<file path="src/rtl/seq_detector_multi_pkg.sv">
// Shared types and helpers for the multi-pattern serial sequence detector.
package seqdet_pkg;

    typedef enum logic [0:0] {
        IDLE  = 1'b0,
        ARMED = 1'b1
    } chain_state_t;

    localparam int PAT_W_MAX = 16;

    // Saturating increment of a value held in the low 'width' bits (width 1..32).
    function automatic logic [31:0] sat_inc(input logic [31:0] value, input int width);
        logic [31:0] max_val;
        max_val = 32'hFFFF_FFFF >> (32 - width);
        return (value == max_val) ? value : value + 32'd1;
    endfunction

endpackage

</file>
<file path="src/rtl/seq_detector_multi_sat_counter.sv">
// Saturating up-counter, cleared by reset or soft clear.
module sat_counter
    import seqdet_pkg::*;
#(
    parameter int W = 8
) (
    input  logic         clk,
    input  logic         reset,
    input  logic         clear,
    input  logic         inc,
    output logic [W-1:0] count
);

    always_ff @(posedge clk) begin
        if (reset || clear) begin
            count <= '0;
        end else if (inc) begin
            count <= W'(sat_inc(32'(count), W));
        end
    end

endmodule

</file>
<file path="src/rtl/seq_detector_multi.sv">
// Two-pattern serial sequence detector with overlap and chained (A-then-B) modes.
//
//   state | meaning
//   ------+-----------------------------------------------------------
//   IDLE  | chain not armed; in chain mode B hits are suppressed
//   ARMED | A has been seen with chain_en=1; every B hit is reported
module seq_detector_multi
    import seqdet_pkg::*;
#(
    parameter int PAT_W = 3,
    parameter int CNT_W = 8
) (
    input  logic             clk,
    input  logic             reset,
    input  logic             in_valid,
    input  logic             x,
    input  logic [PAT_W-1:0] pat_a,
    input  logic [PAT_W-1:0] pat_b,
    input  logic             overlap_en,
    input  logic             chain_en,
    input  logic             clear,
    output logic             match_a,
    output logic             match_b,
    output logic             armed,
    output logic [CNT_W-1:0] cnt_a,
    output logic [CNT_W-1:0] cnt_b
);

    localparam int FILL_W = $clog2(PAT_W);
    localparam logic [FILL_W-1:0] FILL_MAX = FILL_W'(PAT_W - 1);

    logic [PAT_W-2:0]  hist;
    logic [FILL_W-1:0] fill;
    chain_state_t      state;

    logic [PAT_W-1:0] win;
    logic             full;
    logic             hit_a;
    logic             hit_b;
    logic             report_b;
    logic             take_a;
    logic             take_b;

    assign win      = {hist, x};
    assign full     = (fill == FILL_MAX);
    assign hit_a    = full && (win == pat_a);
    assign hit_b    = full && (win == pat_b);
    // In chain mode a simultaneous A+B hit from IDLE only arms; the B hit is dropped.
    assign report_b = hit_b && (!chain_en || (state == ARMED));
    assign take_a   = in_valid && hit_a;
    assign take_b   = in_valid && report_b;
    assign armed    = (state == ARMED);

    always_ff @(posedge clk) begin
        if (reset || clear) begin
            hist    <= '0;
            fill    <= '0;
            state   <= IDLE;
            match_a <= 1'b0;
            match_b <= 1'b0;
        end else begin
            match_a <= take_a;
            match_b <= take_b;

            if (in_valid) begin
                hist <= win[PAT_W-2:0];
                // A reported detection restarts collection only in non-overlap mode.
                if (!overlap_en && (take_a || take_b)) begin
                    fill <= '0;
                end else if (!full) begin
                    fill <= fill + 1'b1;
                end
            end

            if (!chain_en) begin
                state <= IDLE;
            end else if (take_a) begin
                state <= ARMED;
            end
        end
    end

    sat_counter #(.W(CNT_W)) u_cnt_a (
        .clk   (clk),
        .reset (reset),
        .clear (clear),
        .inc   (take_a),
        .count (cnt_a)
    );

    sat_counter #(.W(CNT_W)) u_cnt_b (
        .clk   (clk),
        .reset (reset),
        .clear (clear),
        .inc   (take_b),
        .count (cnt_b)
    );

endmodule

</file>
<file path="config.mk">
export PLATFORM = sky130hd
export DESIGN_NAME = seq_detector_multi
export DESIGN_NICKNAME = d
export VERILOG_FILES = /design/src/rtl/seq_detector_multi_pkg.sv /design/src/rtl/seq_detector_multi_sat_counter.sv /design/src/rtl/seq_detector_multi.sv
export SDC_FILE = /design/constraint.sdc
export NUM_CORES = 1
export LEC_CHECK = 0
export CAP_MARGIN = 10
export CELL_PAD_IN_SITES_DETAIL_PLACEMENT = 1
export CELL_PAD_IN_SITES_GLOBAL_PLACEMENT = 1
export CORE_MARGIN = 1
export CORE_UTILIZATION = 33
export CTS_CLUSTER_SIZE = 40
export DETAILED_ROUTE_END_ITERATION = 6
export PLACE_DENSITY = 0.87
export RECOVER_POWER = 25
export SETUP_SLACK_MARGIN = 0.4
export SYNTH_ARGS = -nofsm -noshare
export SYNTH_HDL_FRONTEND = slang
export SYNTH_SLANG_ARGS = --single-unit
</file>
<file path="constraint.sdc">
create_clock -name clk -period 2.98 [get_ports clk]
set_clock_uncertainty 0.2 [all_clocks]
set_input_delay 0.596 -clock clk [delete_from_list [all_inputs] [get_ports clk]]
set_output_delay 0.596 -clock clk [all_outputs]
set_load 0.005 [all_outputs]
</file>
After elaboration in Yosys (flattened, before gate mapping)

Cells that the tools add are included.
W data, S select, Z words.

Bitwise logic cells: 3
Equal/unequal tests: 6
Order comparisons: 0
Reductions and logical operators: 15
Multiplexer cells: 2
$add $sub $neg: 3
Shift-type cells: 0
$mul: 0
Div/mod/pow operators: 0

Operators by type and width:

| operator              | number |
|---|---|
| $add A8 B1 Y8 const B | 2 |
| $eq A8 B8 Y1 const B  | 2 |
| $eq A3 B3 Y1          | 2 |
| $logic_and A1 B1 Y1   | 6 |
| $reduce_and A2 Y1     | 3 |
| $mux W2               | 2 |
| $logic_or A1 B1 Y1    | 3 |
| $not A1 Y1            | 3 |
| $add A2 B1 Y2 const B | 1 |
| $eq A2 B2 Y1 const B  | 1 |
| $logic_not A1 Y1      | 2 |
| $ne A2 B1 Y1 const B  | 1 |
| $reduce_or A2 Y1      | 1 |

Output and inout port bits: 19
Register bits: 23
Memories kept: 0
Memory bits (writable): 0
Input bits: 13
Latch bits: 0
ROM bits: 0
Logic and storage cells: 36

Logic depth before layout (Yosys ltp)

Gate-level depths: netlist of run 1.

Depth after elaboration: 8
Gate-level depth with buffers: 8
Mapped depth without buffers: 7

Hierarchy

Synthesis of run 1 repeated with hierarchy kept, for this count alone.

Cell total of the unflattened synthesis: 130
Area total of the unflattened synthesis: 1189.9 um2

By module, submodules not included:

| module             | times used | cells each | seq. area each (um2) | area each (um2) |
|---|---|---|---|---|
| sat_counter        | 2          | 46         | 160.2                | 412.9 |
| seq_detector_multi | 1          | 38         | 140.1                | 364.1 |

Least setup slack after synthesis of run 1

No wires, ideal clock.

Kind: in2reg
Start: input port pat_a[2]
End: register u_cnt_a.count[6]
Path buffers: 1
Library setup time: 0.128 ns
Required time: 2.652 ns
Slack: 0.758 ns
Data arrival time: 1.894 ns
Stages: 6
Cells stage by stage: xor2_1 > or4_1 > buf_2 > nor4_2 > xnor2_1 > nor2_1

Word-level cells in the longest chain between the ends: 4

RTL lines:

| item                        | line                                 | RTL |
|---|---|---|
| start, declared             | seq_detector_multi.sv:17             | `input logic [PAT_W-1:0] pat_a,` |
| $eq A3 B3 Y1                | seq_detector_multi.sv:46             | `assign hit_a = full && (win == pat_a);` |
| $logic_and A1 B1 Y1         | seq_detector_multi.sv:46             |  |
| $logic_and A1 B1 Y1         | seq_detector_multi.sv:50             | `assign take_a = in_valid && hit_a;` |
| $reduce_and A2 Y1 (no line) | n/a                                  |  |
| end signal, assigned        | seq_detector_multi_sat_counter.sv:18 | `count <= W'(sat_inc(32'(count), W));` |
| end, declared               | seq_detector_multi_sat_counter.sv:11 | `output logic [W-1:0] count` |

No other way between the ends.
A chain may end at the register's enable or synchronous reset.

Final worst setup path of run 1

Start: input port in_valid
End: register u_cnt_a.count[2]

Word-level cells in the longest chain between the ends: 2

RTL lines:

| item                        | line                     | RTL |
|---|---|---|
| start, declared             | seq_detector_multi.sv:15 | `input logic in_valid,` |
| $logic_and A1 B1 Y1         | seq_detector_multi.sv:50 |  |
| $reduce_and A2 Y1 (no line) | n/a                      |  |

No other way between the ends.

==> results of run 1 <==
area by class of cell:
| cell class | instances | area, um2 |
|---|---|---|
| Clock buffer | 3 | 22.5 |
| Clock inverter | 1 | 7.51 |
| Fill cell | 390 | 1620 |
| Inverter | 4 | 15.0 |
| Multi-Input combinational cell | 97 | 601 |
| Sequential cell | 23 | 460 |
| Tap cell | 44 | 55.1 |
| Timing Repair Buffer | 33 | 322 |
through the flow:
step / cells / utilization / area [um2] / worst slack [ns] / total power [mW]
global route: 205 / 0.478 / 1480 / 0.384 / 0.531
global placement: 201 / 0.469 / 1460 / 0.287 / 0.359
finish: 205 / 0.478 / 1480 / 0.454 / 0.509
CTS: 205 / 0.479 / 1490 / 0.549 / 0.514
floorplan: 128 / - / 1100 / 0.758 / 0.336
detailed placement: 201 / 0.469 / 1460 / 0.210 / 0.361
cell usage after synthesis (all sizes together):
library cell	n	area [um2]
mux2i	2	20.0
or2	2	12.5
a211oi	2	15.0
nor2	18	67.6
xor2	5	43.8
dfxtp	23	460
clkbuf	2	7.51
or4	2	15.0
nor4b	1	8.76
nand2	8	30.0
nor2b	1	6.26
a211o	1	8.76
o21a	2	15.0
ha	3	37.5
nor4	1	12.5
o211ai	1	7.51
nor3	5	25.0
a21oi	6	30.0
a31o	1	8.76
or3	5	36.3
nand4	2	12.5
nor3b	1	7.51
xnor2	9	78.8
inv	4	15.0
o2111ai	1	8.76
buf	2	16.3
o21ai	7	35.0
and3	2	12.5
nand3	9	45.0
power groups by stage:
stage | clock [mW] | sequential (mW) | combinational [mW]
2_1_floorplan | 0 | 0.318 | 0.0187
3_3_place_gp | 0 | 0.318 | 0.0409
3_5_place_dp | 0 | 0.318 | 0.0431
4_1_cts | 0.159 | 0.311 | 0.0433
5_1_grt | 0.174 | 0.312 | 0.0457
6_report | 0.155 | 0.311 | 0.0424
worst paths after layout:
path / endpoint / slack [ns] / cells after the start
setup reg to reg: u_cnt_a.count[2] / 0.65 / 8
hold reg to reg: armed / 0.32 / 2
setup / recovery: u_cnt_a.count[2] / 0.45 / 7
hold / removal: armed / 0.32 / 2
worst register-to-register path, stage by stage (launching register included):
cell and delay [ns]:
dfxtp_1 0.35, inv_1 0.07, ha_1 0.16, nand2_1 0.07, or4_1 0.60, clkbuf_1 0.24
nor3b_1 0.29, xnor2_1 0.15, nor2_1 0.05
flip-flops by register name (all words and copies together), names as in the netlist:
register,cells
armed,1
fill,2
hist,2
match_a,1
match_b,1
u_cnt_a.count,8
u_cnt_b.count,8
metal layers:
layer | global-route usage | wire (um)
met4 | 0.0797 | 48
met2 | 0.327 | 1450
met3 | 0.0195 | 63
met5 | 0 | 0
met1 | 0.200 | 1220
layout by cell type, fill, tap and decap left out, types with 5 or more instances in the layout:
cell type and instances:
nor2_1 18, xor2_1 5, o21ai_0 7, nor3_1 5, a21oi_1 6, xnor2_1 9
dfxtp_1 23, clkdlybuf4s50_1 25, nand2_1 8, nand3_1 9, dlygate4sd3_1 6
kinds of logic after synthesis:
family          count (synthesis)  synth area share
compound gates                 21             0.117
xor+xnor                       14             0.111
buf+inv                         8            0.0353
mux                             2            0.0182
simple gates                   57             0.265
flops                          23             0.419
fa+ha+maj                       3            0.0341
==> reports/results.txt, run 1 <==
drt pass-1 iters = 5
Detail Placement HPWL = 2.21 mm
Sw Pwr = 124 uW
hold crit path type = reg2reg
Power Density = 343 mW/mm2
slowest CP cell = or4_1
I/O pins = 32
Num CTS Buffers = 3
CTS Hold Buffers Added = 0
drt drc = 0
Final setup viols = 0
Worst Setup End Kind = flop
Starting Density = 0.354
max incr delay on CP = 0.60 ns
clk buf depth = 2
first-pass GRT wire length = 4.65 mm
Clock transition at path regs = 0.14 ns
Net Sw Frac = 0.244
final slew viol count = 0
Syn. warnings = 0
CTS Sinks = 23
Critical Path Start = in_valid
Crit Path Class = in2reg
Fin. Hold Viols = 0
number of routed nets with antenna violations = 0
Via density = 5.13
Int Power = 384 uW
Leakage Power = 0.497 nW
Avg WL per Cell = 13.6 um
Buffers on Ports = 31
Mapped Cells = 128
CTS root buf = clkbuf_4
via count = 1,052
layout cell share with drive strength beyond 1 = 0.0559
Crit path max-delay family = simple AND/OR/NAND/NOR gates
Synth cell types = 31
DR iter-0 viols = 12
RSZ-0062 raised after global routing = no
Die Wd = 59.7 um
hold_ws = 0.325 ns
hold_sp = armed
final net count = 178
Die Height = 59.7 um
post_cts resized = 0
Remaining Overflow, GRT = 0
max-cap violations = 0
Rel. slew slack = 0.262
# H-tree levels = 1
clock power share = 0.304
mapped cell area = 0.00110 mm2
Worst IR Drop VDD = 0.000167 V
syn avg cell area = 8.59 um2
setup bufs post-CTS = 0
vias in the first global route = 1,037
GRT Util Overall = 0.176
CTS tree = done
startpoint types = input pin
worst path arrival time = 2.51 ns
WP data required = 2.96 ns
largest net degree at the start of global routing = 20
Worst-Skew Late Latency = 0.32 ns
Layout area overhead = 34.8%
final worst path period share = 0.848
maximum clock frequency = 396 MHz
core area = 0.00310 mm2
r2r startpoint = fill[0]
Buf+Inv Stages, Crit Path = 2
Yosys reg bits = 23
combinational power share = 0.083
number of core rows = 20
critical-path cell list = clkdlybuf4s50_1 -> nand2_1 -> or4_1 -> clkbuf_1 -> nor3b_1 -> xnor2_1 -> nor2_1
Final min period = 2.53 ns
Syn Nets = 144
final WL = 2.78 mm
final setup TNS = 0 ns
routability cong. = 0.808
CP max FO = 9
share of synthesized area occupied by flip-flops and latches = 0.419
initial antenna violation count = 0
status = complete, no violations
# diodes = 0
die area = 0.00357 mm2
Seq pwr share = 0.612
Worst Tran Pin Value = 1.11 ns
(Power assumes the default switching activity.)
==> run 2: changes to the inputs <==
--- a/config.mk
+++ b/config.mk
@@ -9,10 +9,10 @@
 export CELL_PAD_IN_SITES_DETAIL_PLACEMENT = 1
 export CELL_PAD_IN_SITES_GLOBAL_PLACEMENT = 1
 export CORE_MARGIN = 1
-export CORE_UTILIZATION = 33
+export CORE_UTILIZATION = 30
 export CTS_CLUSTER_SIZE = 40
 export DETAILED_ROUTE_END_ITERATION = 6
-export PLACE_DENSITY = 0.87
+export PLACE_DENSITY = 0.84
 export RECOVER_POWER = 25
 export SETUP_SLACK_MARGIN = 0.4
 export SYNTH_ARGS = -nofsm -noshare
==> constraint.sdc (replaced) <==
create_clock -name clk -period 2.09 [get_ports clk]
set_clock_uncertainty 0.2 [all_clocks]
set_input_delay 0.418 -clock clk [delete_from_list [all_inputs] [get_ports clk]]
set_output_delay 0.418 -clock clk [all_outputs]
set_load 0.005 [all_outputs]
==> run 2 against run 1 <==
Net effect: utilization grew 11 points; sequential power grew 39%; flip-flop and latch count is the same; highest routed layer unchanged; worst hold slack lost 0.15 ns; register-to-register slack lost 0.64 ns; combinational power grew 120%; sequential share of layout area shrank 6.0 points; final cell count grew 19%; clock power grew 45%.
==> reports/results.txt, run 2 (synthesis results as in run 1) <==
top flop regs = u_cnt_a.count: 8 flops, u_cnt_b.count: 8 flops
Rel. slew slack = 0.679 (+0.417)
Worst-Skew Late Latency = 0.33 ns (about the same)
Final min period = 2.08 ns
final worst path period share = 0.995
drt pass-1 iters = 4 (-1)
Layout area overhead = 83.8%
Worst Setup End Kind = flop
die area = 0.00391 mm2 (+9.6%)
first-pass GRT wire length = 6.87 mm (+48%)
CTS Sinks = 23 (unchanged)
CTS tree = done
initial antenna violation count = 0 (unchanged)
routability cong. = 0.719 (-11%)
Int Power = 549 uW (+43%)
Starting Density = 0.322 (-0.0325)
clk buf depth = 2 (unchanged)
clock power share = 0.299 (-0.005)
drt drc = 0 (unchanged)
largest net degree at the start of global routing = 14 (-30%)
most frequent cells in the layout = 32 x buf_4, 22 x dlygate4sd2_1, 15 x nor2_1
via count = 1,274 (+21%)
DR iter-0 viols = 48 (+36)
final slew viol count = 0 (unchanged)
Fillers = 389 (-0.26%)
Worst Tran Pin Value = 0.482 ns (-0.626 ns)
startpoint types = flop
final WL = 4.92 mm (+77%)
Net Sw Frac = 0.267 (+0.0229)
multi-input logic area = 835 um2 (+39%)
Detail Placement HPWL = 2.26 mm (+2.4%)
Crit Path Class = reg2reg
# H-tree levels = 1 (unchanged)
Seq pwr share = 0.578 (-0.034)
Num CTS Buffers = 3 (unchanged)
Leakage Power = 0.847 nW (+71%)
final setup margin = 0.0103 ns (-0.443 ns)
RSZ-0062 raised after global routing = yes
Fin. Hold Viols = 0 (unchanged)
status = complete, no violations
commonest non-fill, non-tap cell in the layout = buf_4
Die Wd = 62.5 um (+4.7%)
worst path arrival time = 2.09 ns (-0.42 ns)
layout cell share with drive strength beyond 1 = 0.495 (+0.439)
Via density = 5.22 (+1.7%)
number of routed nets with antenna violations = 0 (unchanged)
Power Density = 371 mW/mm2 (+8.1%)
CTS Hold Buffers Added = 0 (unchanged)
CP max FO = 8 (-1)
Buffers on Ports = 31 (unchanged)
# diodes = 0 (unchanged)
Clock transition at path regs = 0.13 ns (about the same)
I/O pins = 32 (unchanged)
combinational power share = 0.123 (+0.040)
hold crit path type = in2reg
number of core rows = 21 (+5.0%)
WP data required = 2.10 ns (-0.86 ns)
Remaining Overflow, GRT = 0 (unchanged)
core area = 0.00342 mm2 (+10%)
Sw Pwr = 200 uW (+61%)
Worst IR Drop VDD = 0.000382 V (+130%)
Avg WL per Cell = 20.2 um (+48%)
GRT Util Overall = 0.226 (+0.0498)
Die Height = 62.5 um (+4.7%)
Final setup viols = 0 (unchanged)
PnR Total Power = 749 uW (+47%)
final net count = 215 (+21%)
maximum clock frequency = 481 MHz
vias in the first global route = 1,351 (+30%)
CTS root buf = clkbuf_4
register area = 507 um2 (+10%)
max-cap violations = 0 (unchanged)
pre-CTS WS = -0.400 ns (-0.611 ns)
[run 2: cell types whose count changed in the layout (fill, tap and decap cells not counted), moves of 4 or more]
cell             change
a21oi_1              -4
a21oi_2              +4
buf_4               +31
buf_6                +5
clkdlybuf4s50_1     -20
dfxtp_1             -19
dfxtp_2             +10
dfxtp_4              +9
dlygate4sd2_1       +22
dlygate4sd3_1        -5
nand2_1              -4
nor3_1               -5
o21ai_0              -4
[run 2: layout make-up]
type	count	share of cell area
Clock buffer	3	0.0111
Clock inverter	1	0.00248
Inverter	4	0.00743
Multi-Input combinational cell	98	0.413
Sequential cell	23	0.251
Tap cell	46	0.0285
Timing Repair Buffer	69	0.287
[run 2: worst paths after layout]
kind	start	cells after the start	to	slack, ns
worst min register to register	armed	2	armed	0.34
worst max register to register	fill[0]	7	u_cnt_b.count[1]	0.01
worst max-delay path	fill[0]	7	u_cnt_b.count[1]	0.01
worst min-delay path	chain_en	3	armed	0.18
[run 2: stage by stage]
| stage | util | TNS (ns) | instances | area, um2 | hold slack [ns] |
|---|---|---|---|---|---|
| 2_1_floorplan | - | 0 | 128 | 1170 | 0.258 |
| 3_3_place_gp | 0.457 | -4.89 | 209 | 1560 | 0.286 |
| 3_5_place_dp | 0.457 | -5.79 | 209 | 1560 | 0.302 |
| 4_1_cts | 0.541 | -0.0106 | 236 | 1850 | 0.319 |
| 5_1_grt | 0.592 | -0.151 | 244 | 2020 | 0.162 |
| 6_report | 0.592 | 0 | 244 | 2020 | 0.178 |
[run 2: metal layers]
metal	vias to the layer above	wire length, um	global-route usage
li1	590	-	-
met1	633	2050	0.256
met2	36	2530	0.405
met3	15	153	0.0347
met4	0	186	0.116
met5	-	0	0
[run 2: worst max-delay path: stages (launching register included)]
cell and delay (ns):
dfxtp_2 0.35, inv_2 0.06, ha_4 0.14, nand2_4 0.05
a211o_1 0.27, or3_4 0.43, buf_4 0.18, o21ai_0 0.29
[run 2: power by group through the flow]
stage	clock network, mW	logic, mW	registers [mW]
3_3_place_gp	0	0.0635	0.453
2_1_floorplan	0	0.0277	0.453
4_1_cts	0.216	0.0779	0.434
5_1_grt	0.246	0.0975	0.434
3_5_place_dp	0	0.0675	0.453
6_report	0.224	0.0921	0.433
[run 2: timing repair]
| item | 4_1_cts | 5_1_grt |
|---|---|---|
| setup endpoints to repair | 40 | 24 |
| cloned | 1 | 0 |
| pin swaps | 16 | 13 |
| gates resized for setup | 66 | 32 |
| setup buffers | 22 | 8 |
